$ cat src/rtl/fft_pkg.sv
// Shared types for the FFT accelerator and its butterfly sequencer.
package fft_pkg;

  // Accelerator operator codes; the encoding is shared with the datapath.
  typedef enum logic [4:0] {
    BFLY_DIT_C = 5'b00000,
    BFLY_DIT_D = 5'b00001,
    BFLY_DIF_C = 5'b00010,
    BFLY_DIF_D = 5'b00011,
    FAST_ABS   = 5'b00100
  } fft_op_e;

  // Sequencer states: two reads, one latch, two writes per butterfly.
  typedef enum logic [2:0] {
    StIdle,
    StRdA,
    StRdB,
    StLatch,
    StWrC,
    StWrD,
    StDone,
    StErr
  } fft_seq_state_e;

endpackage

$ cat src/rtl/fft_addr_gen.sv
// Butterfly address generator: maps (k, s) to the operand pair (a, b) and twiddle index t.
module fft_addr_gen #(
  parameter int unsigned LOG2_N = 8
) (
  input  logic [LOG2_N-2:0] k,
  input  logic [3:0]        s,
  input  logic [3:0]        n_log2,
  input  logic              dif,
  output logic [LOG2_N-1:0] a,
  output logic [LOG2_N-1:0] b,
  output logic [LOG2_N-2:0] t
);

  localparam int unsigned KW = LOG2_N - 1;
  localparam logic [LOG2_N-1:0] One = {{(LOG2_N-1){1'b0}}, 1'b1};

  logic [3:0]        p;
  logic [KW-1:0]     j_mask;
  logic [KW-1:0]     j;
  logic [LOG2_N-1:0] h;

  // p = log2 of the half-span; DIF walks the spans from widest to narrowest.
  always_comb begin
    p      = dif ? (n_log2 - 4'd1 - s) : s;
    h      = One << p;
    j_mask = ~({KW{1'b1}} << p);
    j      = k & j_mask;
    // Insert a zero at bit p of k to get the lower operand; b sets that bit.
    a      = (({1'b0, k} >> p) << (p + 4'd1)) | {1'b0, j};
    b      = a | h;
    t      = j << (n_log2 - 4'd1 - p);
  end

endmodule

$ cat src/rtl/fft_sequencer.sv
// In-place radix-2 FFT controller: one butterfly every five cycles through
// the external combinational accelerator, operands and results in a single-port RAM.
module fft_sequencer
  import fft_pkg::*;
#(
  parameter int unsigned LOG2_N = 8
) (
  input  logic              clk_i,
  input  logic              rst_i,
  input  logic              start_i,
  input  logic [3:0]        n_log2_i,
  input  logic              dif_i,
  output logic              busy_o,
  output logic              done_o,
  output logic              err_o,
  output logic [LOG2_N-1:0] mem_addr_o,
  output logic              mem_we_o,
  output logic [31:0]       mem_wdata_o,
  input  logic [31:0]       mem_rdata_i,
  output logic [LOG2_N-2:0] tw_addr_o,
  input  logic [31:0]       tw_rdata_i,
  output logic [4:0]        fft_op_o,
  output logic [31:0]       fft_a_o,
  output logic [31:0]       fft_b_o,
  output logic [31:0]       fft_c_o,
  input  logic [31:0]       fft_result_i
);

  localparam int unsigned KW = LOG2_N - 1;

  fft_seq_state_e state_q, state_d;
  logic [KW-1:0]  k_q, k_d;
  logic [3:0]     s_q, s_d;
  logic [3:0]     n_log2_q, n_log2_d;
  logic           dif_q, dif_d;
  logic [31:0]    a_q, a_d;
  logic [31:0]    b_q, b_d;
  logic [31:0]    w_q, w_d;

  logic [LOG2_N-1:0] addr_a;
  logic [LOG2_N-1:0] addr_b;
  logic [KW-1:0]     tw_idx;
  logic [KW-1:0]     k_max;
  logic              last_k;
  logic              last_s;
  logic              size_ok;
  fft_op_e           op;

  fft_addr_gen #(
    .LOG2_N(LOG2_N)
  ) u_addr_gen (
    .k      (k_q),
    .s      (s_q),
    .n_log2 (n_log2_q),
    .dif    (dif_q),
    .a      (addr_a),
    .b      (addr_b),
    .t      (tw_idx)
  );

  // Loop bounds for the current transform and start-time size validation.
  always_comb begin
    k_max   = {KW{1'b1}} >> (4'(LOG2_N) - n_log2_q);
    last_k  = (k_q == k_max);
    last_s  = (s_q == n_log2_q - 4'd1);
    size_ok = (n_log2_i != 4'd0) && (32'(n_log2_i) <= LOG2_N);
  end

  // State register and operand/config capture.
  always_ff @(posedge clk_i or posedge rst_i) begin
    if (rst_i) begin
      state_q  <= StIdle;
      k_q      <= '0;
      s_q      <= '0;
      n_log2_q <= '0;
      dif_q    <= 1'b0;
      a_q      <= '0;
      b_q      <= '0;
      w_q      <= '0;
    end else begin
      state_q  <= state_d;
      k_q      <= k_d;
      s_q      <= s_d;
      n_log2_q <= n_log2_d;
      dif_q    <= dif_d;
      a_q      <= a_d;
      b_q      <= b_d;
      w_q      <= w_d;
    end
  end

  // Next-state, counter advance and memory/accelerator drive.
  always_comb begin
    state_d     = state_q;
    k_d         = k_q;
    s_d         = s_q;
    n_log2_d    = n_log2_q;
    dif_d       = dif_q;
    a_d         = a_q;
    b_d         = b_q;
    w_d         = w_q;
    busy_o      = 1'b0;
    done_o      = 1'b0;
    err_o       = 1'b0;
    mem_addr_o  = '0;
    mem_we_o    = 1'b0;
    mem_wdata_o = '0;
    tw_addr_o   = '0;
    op          = BFLY_DIT_C;

    case (state_q)
      StIdle: begin
        if (start_i) begin
          if (size_ok) begin
            state_d  = StRdA;
            n_log2_d = n_log2_i;
            dif_d    = dif_i;
            k_d      = '0;
            s_d      = '0;
          end else begin
            state_d = StErr;
          end
        end
      end
      StRdA: begin
        busy_o     = 1'b1;
        mem_addr_o = addr_a;
        tw_addr_o  = tw_idx;
        state_d    = StRdB;
      end
      StRdB: begin
        busy_o     = 1'b1;
        mem_addr_o = addr_b;
        a_d        = mem_rdata_i;
        w_d        = tw_rdata_i;
        state_d    = StLatch;
      end
      StLatch: begin
        busy_o     = 1'b1;
        mem_addr_o = addr_b;
        b_d        = mem_rdata_i;
        state_d    = StWrC;
      end
      StWrC: begin
        busy_o      = 1'b1;
        mem_addr_o  = addr_a;
        mem_we_o    = 1'b1;
        mem_wdata_o = fft_result_i;
        op          = dif_q ? BFLY_DIF_C : BFLY_DIT_C;
        state_d     = StWrD;
      end
      StWrD: begin
        busy_o      = 1'b1;
        mem_addr_o  = addr_b;
        mem_we_o    = 1'b1;
        mem_wdata_o = fft_result_i;
        op          = dif_q ? BFLY_DIF_D : BFLY_DIT_D;
        state_d     = StRdA;
        if (last_k) begin
          k_d = '0;
          if (last_s) begin
            state_d = StDone;
          end else begin
            s_d = s_q + 4'd1;
          end
        end else begin
          k_d = k_q + 1'b1;
        end
      end
      StDone: begin
        done_o  = 1'b1;
        state_d = StIdle;
      end
      StErr: begin
        done_o  = 1'b1;
        err_o   = 1'b1;
        state_d = StIdle;
      end
      default: state_d = StIdle;
    endcase
  end

  assign fft_op_o = op;
  assign fft_a_o  = a_q;
  assign fft_b_o  = b_q;
  assign fft_c_o  = w_q;

endmodule

$ cat config.mk
export PLATFORM = sky130hd
export DESIGN_NAME = fft_sequencer
export DESIGN_NICKNAME = d
export VERILOG_FILES = /design/src/rtl/fft_pkg.sv /design/src/rtl/fft_addr_gen.sv /design/src/rtl/fft_sequencer.sv
export SDC_FILE = /design/constraint.sdc
export NUM_CORES = 1
export LEC_CHECK = 0
export ABC_AREA = 1
export BUFFER_PORTS_ARGS = -buffer_cell sky130_fd_sc_hd__buf_2
export CORE_ASPECT_RATIO = 0.7
export CORE_MARGIN = 4
export CORE_UTILIZATION = 46
export CTS_CLUSTER_DIAMETER = 150
export DETAILED_ROUTE_END_ITERATION = 6
export GPL_ROUTABILITY_DRIVEN = 1
export PLACE_DENSITY = 0.76
export SLEW_MARGIN = 15
export SYNTH_ARGS = -nofsm -noshare
export SYNTH_HDL_FRONTEND = slang
export SYNTH_SLANG_ARGS = --single-unit
$ cat constraint.sdc
create_clock -name clk_i -period 7.9 [get_ports clk_i]
set_input_delay 0.395 -clock clk_i [delete_from_list [all_inputs] [get_ports clk_i]]
set_output_delay 0.395 -clock clk_i [all_outputs]
set_load 0.01 [all_outputs]
==> impl_metrics.ini <==
[status]
status = complete, no violations

[timing]
slew_headroom = 0.301
timing_worst_slew_pin_value_ps = 1050
finalHoldViolCount = 0
setup_tns_ps = 0
setup_viol_count_final = 0
rsz0062_at_grt = no
layout_worst_path_cycle_share = 0.547
skew_ps = 13.0
max_freq_ghz = 0.231
slew_violations = 0
fin_crit_ps = 4320
fin_ws_ps = 3580

[worst_setup_path]
slowest_stage = fa_1
critPathCaptureType = output port
cp_cell_sequence = inv_1 > ha_1 > inv_1 > fa_1 > inv_1 > nand2_1 > o21ai_2 > inv_2 > ha_1 > inv_1 > ha_1 > inv_1 > o21ai_0 > a21oi_1 > nor2_1 > nand2_1 > nand2_1 > buf_2
cp_common_cell = inv_1
cp_slowest_stage_delay_ps = 440
start_kind = flip-flop
path_class = reg2out
cp_data_arrival_time_ps = 3930
cp_max_fo = 13
required_ps = 7510
critical_path.top_delay_family = adder cells
critPathBufInv = 7

[yosys]
yosysWarnings = 0
synth_area_leader_cell = dfrtp_1
seq_area_frac_synth = 0.443
synth_area_per_cell_um2 = 8.03
yosysUniqueCellTypes = 40
yosys-top-cells-area = dfrtp_1 (44%), nand2_1 (11%), inv_1 (6.8%), o21ai_0 (6.6%), mux2_2 (5.6%)
synthArstFlopShare = 1.00
synth_area_um2 = 6490
synth-seq-cells = 115
ys_dominant_reg_cell = dfrtp_1
yosys.area.top_type_share = 0.443
synthCells = 808
synth-edff-count = 0

[power_and_ir_drop]
comb_power_share = 0.582
powerDensity_nw_per_um2 = 534
total_power_mw = 4.50
max-vdd-ir-drop_mv = 0.214
switching_power_mw = 2.17
switching_share = 0.481
seq_power_share = 0.239
p_leak_nw = 4.71
internal_power_mw = 2.34
clockPowerShare = 0.178

[route]
drt_first_pass_iters = 5
ant_nets = 0
avgViaCountPerCell = 4.92
first_iter_violations = 640
drc_errors = 0
wl_per_cell_um = 15.4
drt_wl_total_mm = 19.2
vias = 6146

[grt]
grt_max_degree = 98
grt_pass1_vias = 5984
gr-total-overflow = 0
grt_usage = 0.242
antenna_found_initial = 2
grt_pass1_wl_mm = 30.9

[floorplan]
start_util = 0.468
fp.coreArea_um2 = 13900
std_cell_rows = 36
die_w_um = 150
io_pins = 256
die_area_um2 = 16100
die_height_um = 107

[run]
cap_violations = 0

[finish]
multi_input_area_um2 = 2950
final_nets = 1169
final_cells = 1249
final-seq-area_um2 = 2880
fill_cells = 1273
design_area_um2 = 8420
drive_above_1_share = 0.339
syn_to_final_growth_pct = 29.8

[min_path]
hp-class = in2async

[placed_design]
place_hpwl_mm = 14.7
dp_cells = 1216
place.gp.congestion = 0.914
placed_cell_area_um2 = 7800
pre_cts_ws_ps = 4080
portBuffers = 252

[clock_network]
cts_buffers = 17
clk_latency_ps = 410
clockBufferDepth = 2
cts_tree = built
cts_sinks = 115
cts_resized = 0
postCtsSetupBuffers = 0
cts.clk_slew.worst_paths_ps = 70
hold_buffers = 0
clockRootBuffer = clkbuf_16
htree_num_levels = 4
## synth_stat cells, types with 3 or more instances
cell,number
nand2_1,189
nor2_1,61
nand2_2,14
buf_2,11
inv_1,117
xnor2_1,4
mux2_2,32
inv_2,4
nand3_2,3
ha_1,18
o211ai_1,3
nand4_1,10
dfrtp_1,115
or2_2,3
nand3_1,54
o22ai_1,7
o21ai_0,85
a21oi_1,11
o21ai_1,7
buf_4,4
xor2_1,11
buf_6,6
clkbuf_1,15
## state kept, by name (all words and copies together), names as in the netlist
register / cells
fft_a_o: 32
s_q: 4
fft_b_o: 32
state_q: 3
k_q: 7
dif_q: 1
n_log2_q: 4
fft_c_o: 32
## through the flow
| step | hold slack, ps | utilization |
|---|---|---|
| global route | 59.6 | 0.607 |
| finish | 28.5 | 0.607 |
| floorplan | 495 | - |
| detailed placement | 467 | 0.562 |
| global placement | 461 | 0.562 |
| CTS | 45.7 | 0.607 |
## logic make-up after synthesis
kind of cell,Yosys count,share of synthesized area
adders and majority gates,20,0.0409
xor gates and xnor gates,15,0.0202
AOI/OAI and AO/OA,119,0.100
other,1,0.000578
and+or+nand+nor,345,0.233
DFF,115,0.443
buffers and inverters,160,0.104
muxes,33,0.0571
## routing by layer
metal | share of wire | wire, um | global-route usage
met5 | 0.00068 | 13 | 0
met4 | 0.013 | 252 | 0.0529
met3 | 0.087 | 1680 | 0.0800
met2 | 0.47 | 9030 | 0.394
met1 | 0.43 | 8250 | 0.316
## area by class of cell
type,count,area share
Multi-Input combinational cell,535,0.350
Antenna cell,1,0.000297
Tap cell,190,0.0282
Inverter,123,0.0554
Timing Repair Buffer,253,0.151
Clock buffer,17,0.0505
Clock inverter,15,0.0230
Sequential cell,115,0.342
## worst paths after layout
check                                               end                     from  cells past startpoint  slack [ps]
min in group clk_i                    dif_q$_DFFE_PP0P_                    dif_i                      3         210
worst max-delay path                      mem_addr_o[7]  n_log2_q[0]$_DFFE_PP0P_                     18        3580
worst min register to register  fft_a_o[10]$_DFFE_PP0P_  fft_a_o[10]$_DFFE_PP0P_                      2         480
worst max register to register   state_q[1]$_DFFE_PP0P_  n_log2_q[0]$_DFFE_PP0P_                     12        5520
max in group asynchronous        fft_a_o[1]$_DFFE_PP0P_                    rst_i                      3        6540
worst min-delay path            fft_c_o[11]$_DFFE_PP0P_                    rst_i                      2          30
## cells in the final DEF, fill, tap and decap left out, drive strengths merged
cell	count
nor2	65
nand4	12
nor3	3
nand2	205
clkinv	3
fa	2
mux2	32
a21oi	11
xnor2	4
clkbuf	17
o21a	1
o21ai	95
conb	3
o22ai	7
inv	129
mux2i	1
clkinvlp	3
dfrtp	115
nand3	57
diode	1
o2111ai	1
bufinv	3
or2	3
buf	253
a21boi	1
xor2	11
ha	18
o211ai	3
## power by group through the flow
stage               logic [mW]  registers [mW]  clock network (mW)
global placement          2.56            1.06                   0
detailed placement        2.60            1.07                   0
global route              2.94            1.11               0.845
CTS                       2.61            1.07               0.814
finish                    2.62            1.08               0.803
floorplan                 1.76            1.15                   0
No activity file was read; power rests on OpenSTA's default activity.
